--- config.mk ---
export PLATFORM = sky130hd
export DESIGN_NAME = bwt_req_issue
export DESIGN_NICKNAME = d
export VERILOG_FILES = /design/src/rtl/smem_pkg.sv /design/src/rtl/bwt_req_fifo.sv /design/src/rtl/bwt_req_issue.sv
export SDC_FILE = /design/constraint.sdc
export NUM_CORES = 2
export LEC_CHECK = 0
export CORE_MARGIN = 4
export CORE_UTILIZATION = 65
export DETAILED_ROUTE_END_ITERATION = 10
export GPL_ROUTABILITY_DRIVEN = 0
export PLACE_DENSITY = 0.95
export SYNTH_ARGS = -nofsm -noshare
export SYNTH_HDL_FRONTEND = slang
export SYNTH_SLANG_ARGS = --single-unit
export TNS_END_PERCENT = 10
--- constraint.sdc ---
create_clock -name clk -period 12.05 [get_ports clk]
set_input_delay 2.41 -clock clk [delete_from_list [all_inputs] [get_ports clk]]
set_output_delay 2.41 -clock clk [all_outputs]
set_load 0.005 [all_outputs]
--- src/rtl/smem_pkg.sv ---
// Shared definitions for the backward-extension memory request path:
// default sizes, request tag layout and issue FSM encoding.
package smem_pkg;

   localparam int DEF_DEPTH   = 16;
   localparam int DEF_MAX_OUT = 32;
   localparam int DEF_ADDR_W  = 42;
   localparam int DEF_RN_W    = 9;

   // Tag layout, LSB first: merged, sel, read_num.
   localparam int TAG_MERGED_BIT = 0;
   localparam int TAG_SEL_BIT    = 1;
   localparam int TAG_RN_LSB     = 2;

   localparam logic SEL_K = 1'b0;
   localparam logic SEL_L = 1'b1;

   typedef enum logic [1:0] {
      ST_IDLE    = 2'd0,
      ST_ISSUE_K = 2'd1,
      ST_ISSUE_L = 2'd2
   } issue_st_e;

   function automatic int tag_w(input int rn_w);
      return rn_w + TAG_RN_LSB;
   endfunction

endpackage

--- src/rtl/bwt_req_fifo.sv ---
// Request FIFO: registered count, full/empty flags.
// Pushes while full are ignored; the owner flags the overflow.
module bwt_req_fifo #(
   parameter int DEPTH = 16,
   parameter int W     = 8
) (
   input  logic                       clk,
   input  logic                       rst_ni,
   input  logic                       push_i,
   input  logic [W-1:0]               wdata_i,
   input  logic                       pop_i,
   output logic [W-1:0]               rdata_o,
   output logic                       full_o,
   output logic                       empty_o,
   output logic [$clog2(DEPTH):0]     count_o
);

   localparam int PW = $clog2(DEPTH);

   logic [W-1:0]  mem_q [DEPTH];
   logic [PW-1:0] wptr_q, wptr_d;
   logic [PW-1:0] rptr_q, rptr_d;
   logic [PW:0]   cnt_q, cnt_d;
   logic          do_push, do_pop;

   assign full_o  = (cnt_q == (PW+1)'(DEPTH));
   assign empty_o = (cnt_q == '0);
   assign count_o = cnt_q;
   assign rdata_o = mem_q[rptr_q];

   assign do_push = push_i & ~full_o;
   assign do_pop  = pop_i & ~empty_o;

   // Pointer and count next-state.
   always_comb begin
      wptr_d = wptr_q;
      rptr_d = rptr_q;
      cnt_d  = cnt_q;
      if (do_push) wptr_d = wptr_q + 1'b1;
      if (do_pop)  rptr_d = rptr_q + 1'b1;
      if (do_push & ~do_pop) cnt_d = cnt_q + 1'b1;
      if (do_pop & ~do_push) cnt_d = cnt_q - 1'b1;
   end

   // Storage array; contents need no reset.
   always_ff @(posedge clk) begin
      if (do_push) mem_q[wptr_q] <= wdata_i;
   end

   // Pointer and count registers.
   always_ff @(posedge clk or negedge rst_ni) begin
      if (!rst_ni) begin
         wptr_q <= '0;
         rptr_q <= '0;
         cnt_q  <= '0;
      end else begin
         wptr_q <= wptr_d;
         rptr_q <= rptr_d;
         cnt_q  <= cnt_d;
      end
   end

endmodule

--- src/rtl/bwt_req_issue.sv ---
// Serialises k/l occurrence-line pairs into single memory reads,
// merging same-line pairs, under an outstanding-read credit limit.
module bwt_req_issue
   import smem_pkg::*;
#(
   parameter int DEPTH   = DEF_DEPTH,
   parameter int MAX_OUT = DEF_MAX_OUT,
   parameter int ADDR_W  = DEF_ADDR_W,
   parameter int RN_W    = DEF_RN_W
) (
   input  logic                  clk,
   input  logic                  rst,
   input  logic                  req_valid,
   input  logic [ADDR_W-1:0]     req_addr_k,
   input  logic [ADDR_W-1:0]     req_addr_l,
   input  logic [RN_W-1:0]       req_read_num,
   output logic                  stall,
   output logic                  mem_req_valid,
   output logic [ADDR_W-1:0]     mem_req_addr,
   output logic [RN_W+1:0]       mem_req_tag,
   input  logic                  mem_req_ready,
   input  logic                  mem_rsp_valid,
   output logic                  err_overflow
);

   localparam int PW = $clog2(DEPTH);
   localparam int W  = 2 * ADDR_W + RN_W;
   localparam int CW = $clog2(MAX_OUT + 1);

   issue_st_e         state_q, state_d;
   logic [ADDR_W-1:0] k_q, l_q;
   logic [RN_W-1:0]   rn_q;
   logic [CW-1:0]     out_q, out_d;
   logic              err_q;

   logic              f_pop, f_full, f_empty;
   logic [W-1:0]      f_rdata;
   logic [PW:0]       f_cnt;
   logic              merged, hs;

   bwt_req_fifo #(.DEPTH(DEPTH), .W(W)) u_fifo (
      .clk     (clk),
      .rst_ni  (rst),
      .push_i  (req_valid),
      .wdata_i ({req_addr_k, req_addr_l, req_read_num}),
      .pop_i   (f_pop),
      .rdata_o (f_rdata),
      .full_o  (f_full),
      .empty_o (f_empty),
      .count_o (f_cnt)
   );

   assign merged       = (k_q == l_q);
   assign hs           = mem_req_valid & mem_req_ready;
   assign stall        = (f_cnt >= (PW+1)'(DEPTH - 2));
   assign err_overflow = err_q;

   // State register.
   always_ff @(posedge clk or negedge rst) begin
      if (!rst) state_q <= ST_IDLE;
      else      state_q <= state_d;
   end

   // Next state and FIFO pop; a pop always refills the hold register.
   always_comb begin
      state_d = state_q;
      f_pop   = 1'b0;
      unique case (state_q)
         ST_IDLE: begin
            if (!f_empty) begin
               f_pop   = 1'b1;
               state_d = ST_ISSUE_K;
            end
         end
         ST_ISSUE_K: begin
            if (hs) begin
               if (!merged)       state_d = ST_ISSUE_L;
               else if (!f_empty) f_pop   = 1'b1;
               else               state_d = ST_IDLE;
            end
         end
         ST_ISSUE_L: begin
            if (hs) begin
               if (!f_empty) begin
                  f_pop   = 1'b1;
                  state_d = ST_ISSUE_K;
               end else begin
                  state_d = ST_IDLE;
               end
            end
         end
         default: state_d = ST_IDLE;
      endcase
   end

   // Request outputs from state and hold register.
   always_comb begin
      mem_req_valid = 1'b0;
      mem_req_addr  = '0;
      mem_req_tag   = '0;
      unique case (state_q)
         ST_ISSUE_K: begin
            mem_req_valid = (out_q < CW'(MAX_OUT));
            mem_req_addr  = k_q;
            mem_req_tag   = {rn_q, SEL_K, merged};
         end
         ST_ISSUE_L: begin
            mem_req_valid = (out_q < CW'(MAX_OUT));
            mem_req_addr  = l_q;
            mem_req_tag   = {rn_q, SEL_L, 1'b0};
         end
         default: ;
      endcase
   end

   // Hold register loaded on every pop.
   always_ff @(posedge clk or negedge rst) begin
      if (!rst) begin
         k_q  <= '0;
         l_q  <= '0;
         rn_q <= '0;
      end else if (f_pop) begin
         {k_q, l_q, rn_q} <= f_rdata;
      end
   end

   // Outstanding credits; a stray response at zero is absorbed.
   always_comb begin
      out_d = out_q;
      if (hs && !mem_rsp_valid)
         out_d = out_q + 1'b1;
      else if (!hs && mem_rsp_valid && out_q != '0)
         out_d = out_q - 1'b1;
   end

   // Credit counter and sticky overflow flag.
   always_ff @(posedge clk or negedge rst) begin
      if (!rst) begin
         out_q <= '0;
         err_q <= 1'b0;
      end else begin
         out_q <= out_d;
         if (req_valid && f_full) err_q <= 1'b1;
      end
   end

endmodule
After elaboration in Yosys (flattened, before gate mapping)
Memories as Yosys holds them, arrays and structs flattened. A register that Yosys moved wholly into a read port is not among the register bits.
Index checks and enable logic that the tools add are counted.
{"block": "totals", "regBits": 22, "latchBits": 0, "ramBits": 1488, "romBits": 0, "in_bits": 98, "out_inout_bits": 56, "word_cells": 67, "memories": 1}
{"block": "classes", "n_addsub": 6, "n_mul": 0, "div": 0, "magnitude_cmp": 2, "eq_ne": 8, "n_shift": 0, "muxes": 21, "bitwise": 9, "n_reduce_logical": 14}
{"memory": "u_fifo.mem_q", "words": 16, "word_bits": 93, "read_ports": 1, "rd_ports_with_merged_regs": 1, "write_ports": 1, "line_no": "bwt_req_fifo.sv:20", "rtl": "logic [W-1:0] mem_q [DEPTH];"}
{"operator": "42-bit one-hot mux with 2 select lines", "count": 1}
{"operator": "42-bit == test", "count": 1}
{"operator": "11-bit one-hot mux with 2 select lines", "count": 1}
{"operator": "6-bit 2-to-1 mux", "count": 2}
{"operator": "2-bit 2-to-1 mux", "count": 5}
{"operator": "5-bit 2-to-1 mux", "count": 2}
{"operator": "4-bit by 1-bit adder with 4-bit output, second input constant", "count": 2}
{"operator": "1-bit 2-to-1 mux", "count": 8}
{"operator": "6-bit by 1-bit adder with 6-bit output, second input constant", "count": 1}
{"operator": "6-bit < comparator, second input constant", "count": 1}
{"operator": "2-bit inequality test, second input constant", "count": 3}
{"operator": "2-bit one-hot mux with 3 select lines", "count": 1}
{"operator": "6-bit nonzero test", "count": 1}
{"operator": "6-bit by 1-bit subtractor with 6-bit output, second input constant", "count": 1}
{"operator": "5-bit by 1-bit adder with 5-bit output, second input constant", "count": 1}
{"operator": "1-bit AND", "count": 5}
{"operator": "5-bit == test, second input constant", "count": 1}
{"operator": "5-bit by 4-bit greater-or-equal comparator with 1-bit output, second input constant", "count": 1}
{"operator": "5-bit zero test", "count": 1}
{"operator": "5-bit by 1-bit subtractor with 5-bit output, second input constant", "count": 1}
{"operator": "1-bit logical AND", "count": 4}
{"operator": "1-bit inverter", "count": 4}
{"operator": "4-bit AND reduction", "count": 1}
{"operator": "2-bit nonzero test", "count": 2}
{"operator": "7 further kinds", "count": 9}

Longest topological paths before layout
{"block": "depth", "word_depth": 11, "ltp_mapped": 19, "mapped_depth_nobuf": 17}

Modules after synthesis
A second synthesis with hierarchy kept.
{"block": "hier_totals", "cells_unflattened": 3138, "area_unflattened_um2": 62486.2}
{"module": "bwt_req_fifo", "instances": 1, "cells_per_inst": 2756, "area_per_inst_um2": 57433.8}
{"module": "bwt_req_issue", "instances": 1, "cells_per_inst": 382, "area_per_inst_um2": 5052.3}

Worst setup path after synthesis
Ideal clock, no wire load.
{"block": "synth_timing", "kind": "input to register", "start": "in req_valid", "end": "mem u_fifo.mem_q[3][0] (netlist bit), enable pin", "arrival_time_ps": 9378, "required_ps": 11392, "slack_ps": 2013, "path_stages": 3, "path_buffers": 0, "path_cell_list": "a21boi_1 nand2_1 nor3_1"}
{"block": "synth_between", "elab_chain_len": 3}
{"element": "from (decl)", "line_no": "bwt_req_issue.sv:13", "rtl": "input logic req_valid,"}
{"element": "1-bit AND", "line_no": "bwt_req_fifo.sv:31", "rtl": "assign do_push = push_i & ~full_o;"}
{"element": "1-bit 2-to-1 mux", "line_no": "bwt_req_fifo.sv:47", "rtl": "if (do_push) mem_q[wptr_q] <= wdata_i;"}
{"element": "1-bit 2-to-1 mux (implied by the code)", "line_no": "bwt_req_fifo.sv:47"}
{"element": "to (decl)", "line_no": "bwt_req_fifo.sv:20"}
Every way passes these cells.

Worst setup path after layout
{"block": "layout_timing", "start": "reg state_q[1]", "end": "out mem_req_addr[21]"}
{"block": "layout_between", "elab_chain_len": 2, "word_cells_on_any_way": 3}
{"element": "from (decl)", "line_no": "bwt_req_issue.sv:30", "rtl": "issue_st_e state_q, state_d;"}
{"element": "from (signal assigned)", "line_no": "bwt_req_issue.sv:61", "rtl": "else state_q <= state_d;"}
{"element": "2-bit == test / 2-bit by 1-bit == test with 1-bit output (equally long branches)", "line_no": "bwt_req_issue.sv:101", "rtl": "unique case (state_q)"}
{"element": "42-bit one-hot mux with 2 select lines (*)", "line_no": "bwt_req_issue.sv:101"}
{"element": "to (decl)", "line_no": "bwt_req_issue.sv:19", "rtl": "output logic [ADDR_W-1:0] mem_req_addr,"}
Mark *: on every way between the ends. The rest lies on a longest branch, timed or not.

==> impl_metrics.tcl <==
set metrics [dict create \
    relSlewSlack 0.0993 \
    leakage_uw 0.0223 \
    dp_slack_ps 5910 \
    synth_warnings 0 \
    violations "design-rule violations" \
    cts_sinks 1603 \
    antenna_found_initial 50 \
    drive_above_1_share 0.299 \
    grt_setup_unrepaired "false" \
    multiInputGateArea_sq_um 13600 \
    coreArea_sq_um 93700 \
    ys_seq_area_frac 0.770 \
    grt_usage 0.431 \
    finalHoldViolations 0 \
    cts_resized 0 \
    grt_max_degree 157 \
    power_uw 19000 \
    drv_cap 0 \
    vdd_drop_max_uv 262 \
    status "finished, violations left" \
    synth-async-reset-ratio 0.0717 \
    drt-pass1-iter-count 11 \
    synth_common_cells "1488 x edfxtp_1, 465 x mux4_2, 115 x dfrtp_1, 57 x mux2_2, 55 x clkbuf_1" \
    cts_hold_buffers 0 \
    max_stage_delay_ps 1050 \
    fill_cells 4210 \
    drc 2 \
    initial_core_util 0.659 \
    grt_pass1_vias 33700 \
    dp_hpwl_um 101000 \
    post_cts.repair.setup_buffers 0 \
    gr-total-overflow 0 \
    cts_max_path_buffers 3 \
    synthFlopType "edfxtp_1" \
    cts_root_buffer "clkbuf_16" \
    rows 112 \
    skew_ps 55.9 \
    die_h_um 316 \
    synthesis.area_sq_um 61800 \
    nets 2875 \
    drt_wl_total_um 205000 \
    finalMaxSlewViolations 0 \
    port_buffers 153 \
    crit_path_cell_trace "inv_1 -> ha_1 -> and2_2 -> a22o_1 -> clkdlybuf4s50_1" \
    arrival_ps 4600 \
    critPathKind "reg -> out" \
    wl_per_cell_um 49.0 \
    synth_top_area_cell "edfxtp_1" \
    ant_nets 0 \
    min_period_ps 7010 \
    cts_buffers 152 \
    ff2ff_path_depth 15 \
    cts_tree "yes" \
    cp_max_fo 42 \
    yosys-top-cells-area "edfxtp_1 72%, mux4_2 17%, dfrtp_1 4.7%" \
    seq_area_sq_um 47600 \
    critPathCaptureType "primary output" \
    hp-class "reg -> reg" \
    fin_setup_tns_ps 0 \
    synth_enable_flop_cells 1488 \
    max_freq_ghz 0.143 \
    powerDensity_nw_per_um2 271 \
    die_area_sq_um 100000 \
    tightest_slew_ps 1350 \
    clkTransAtPathRegs_ps 70 \
    required_ps 9640 \
    synth_top_area_share 0.723 \
    drt-initial-drc-count 7467 \
    ys_ff_latch 1603 \
    path_delay_family "simple AND/OR/NAND/NOR gates" \
    grt_pass1_wl_um 290000 \
    start_kind "register" \
    area_growth_pct 13.1 \
    synth_cell_type_count 42 \
    netlist_instances 2531 \
    synth_most_common_cell "edfxtp_1" \
    cp.depth 5 \
    avgSynthCellArea_sq_um 24.4 \
    insertion_delay_ps 790 \
    final-setup-viol-count 0 \
    period_share 0.582 \
    htreeDepth 4 \
    hold_depth 1 \
    slowest_stage "and2_2" \
    die_w_um 316 \
    num_vias 33900 \
    finalWorstSetupSlack_ps 5040 \
    hold-worst-slack_ps 531 \
    path_buf_inv 2 \
    syn_nets 2649 \
    via_per_inst 8.10 \
    io_pins 154 \
]
cells in the final DEF (no fill, tap or decap), drive strengths merged, types with 2 or more instances in the layout:
cell,n
edfxtp,1488
nor3,6
dfrtp,115
inv,16
nand2b,3
nor2b,2
ha,18
mux4,465
and2,12
nor2,17
a21oi,9
clkinv,62
clkdlybuf4s50,152
clkinvlp,4
nand3,3
a31o,2
clkbuf,194
o21a,2
bufinv,15
a21boi,2
nand2,13
mux2,97
nor4,3
diode,50
xnor2,50
fa,2
xor2,8
a22o,42
buf,49
and2b,2
a21o,4
nand4,12
o21ai,5
final cells by class:
| type | count | share of cell area |
|---|---|---|
| Antenna cell | 50 | 0.00179 |
| Clock buffer | 194 | 0.0592 |
| Clock inverter | 86 | 0.0133 |
| Inverter | 11 | 0.000591 |
| Multi-Input combinational cell | 788 | 0.194 |
| Sequential cell | 1603 | 0.681 |
| Tap cell | 1254 | 0.0224 |
| Timing Repair Buffer | 201 | 0.0276 |
final timing paths:
| check | endpoint | slack (ps) | from |
|---|---|---|---|
| hold reg to reg | rn_q[4]$_DFFE_PN0N_ | 530 | rn_q[4]$_DFFE_PN0N_ |
| max in group asynchronous | u_fifo.rptr_q[0]$_DFFE_PN0P_ | 8850 | rst |
| hold / removal | rn_q[4]$_DFFE_PN0N_ | 530 | rn_q[4]$_DFFE_PN0N_ |
| setup reg to reg | u_fifo.count_o[4]$_DFFE_PN0P_ | 6310 | k_q[35]$_DFFE_PN0N_ |
| min in group asynchronous | u_fifo.count_o[0]$_DFFE_PN0P_ | 1610 | rst |
| setup / recovery | mem_req_addr[21] | 5040 | state_q[1]$_DFFE_PN0P_ |
per-layer routing:
| metal | track usage | up-vias | routed length, um |
|---|---|---|---|
| li1 | - | 11300 | - |
| met1 | 0.518 | 17200 | 61100 |
| met2 | 0.618 | 4132 | 92400 |
| met3 | 0.204 | 1231 | 31500 |
| met4 | 0.278 | 56 | 18700 |
| met5 | 0.141 | - | 1600 |
sequential cells by signal, indices dropped and copies added (netlist names):
register        count
u_fifo.mem_q     1488
k_q                42
l_q                42
rn_q                9
out_q               6
u_fifo.count_o      5
u_fifo.rptr_q       4
u_fifo.wptr_q       4
state_q             2
err_overflow        1
logic make-up (layout without fill, tap and decap cells):
kind of cell	after synthesis	count (layout)	share of synthesized area
AO/OA/AOI/OAI	70	70	0.00885
XOR/XNOR	58	58	0.00822
adder cells (fa/ha/maj)	20	20	0.00429
buffers and inverters	140	492	0.0124
flip-flops	1603	1603	0.770
multiplexers	562	562	0.190
other	0	50	0
AND/OR/NAND/NOR	78	78	0.00693
where the power goes:
group          total [uW]  internal (uW)  switching (uW)
Combinational        6220           2680            3540
Clock                5030           2770            2260
Sequential           7700           6840             865
Total               19000          12300            6660
stage by stage:
stage,util,cell area [sq um],instances
after floorplan,-,61800,2531
after global placement,0.690,64700,3857
after detailed placement,0.690,64700,3857
after CTS,0.744,69800,4137
after global routing,0.745,69900,4171
final,0.746,69900,4187
No activity file was read; power rests on OpenSTA's default activity.
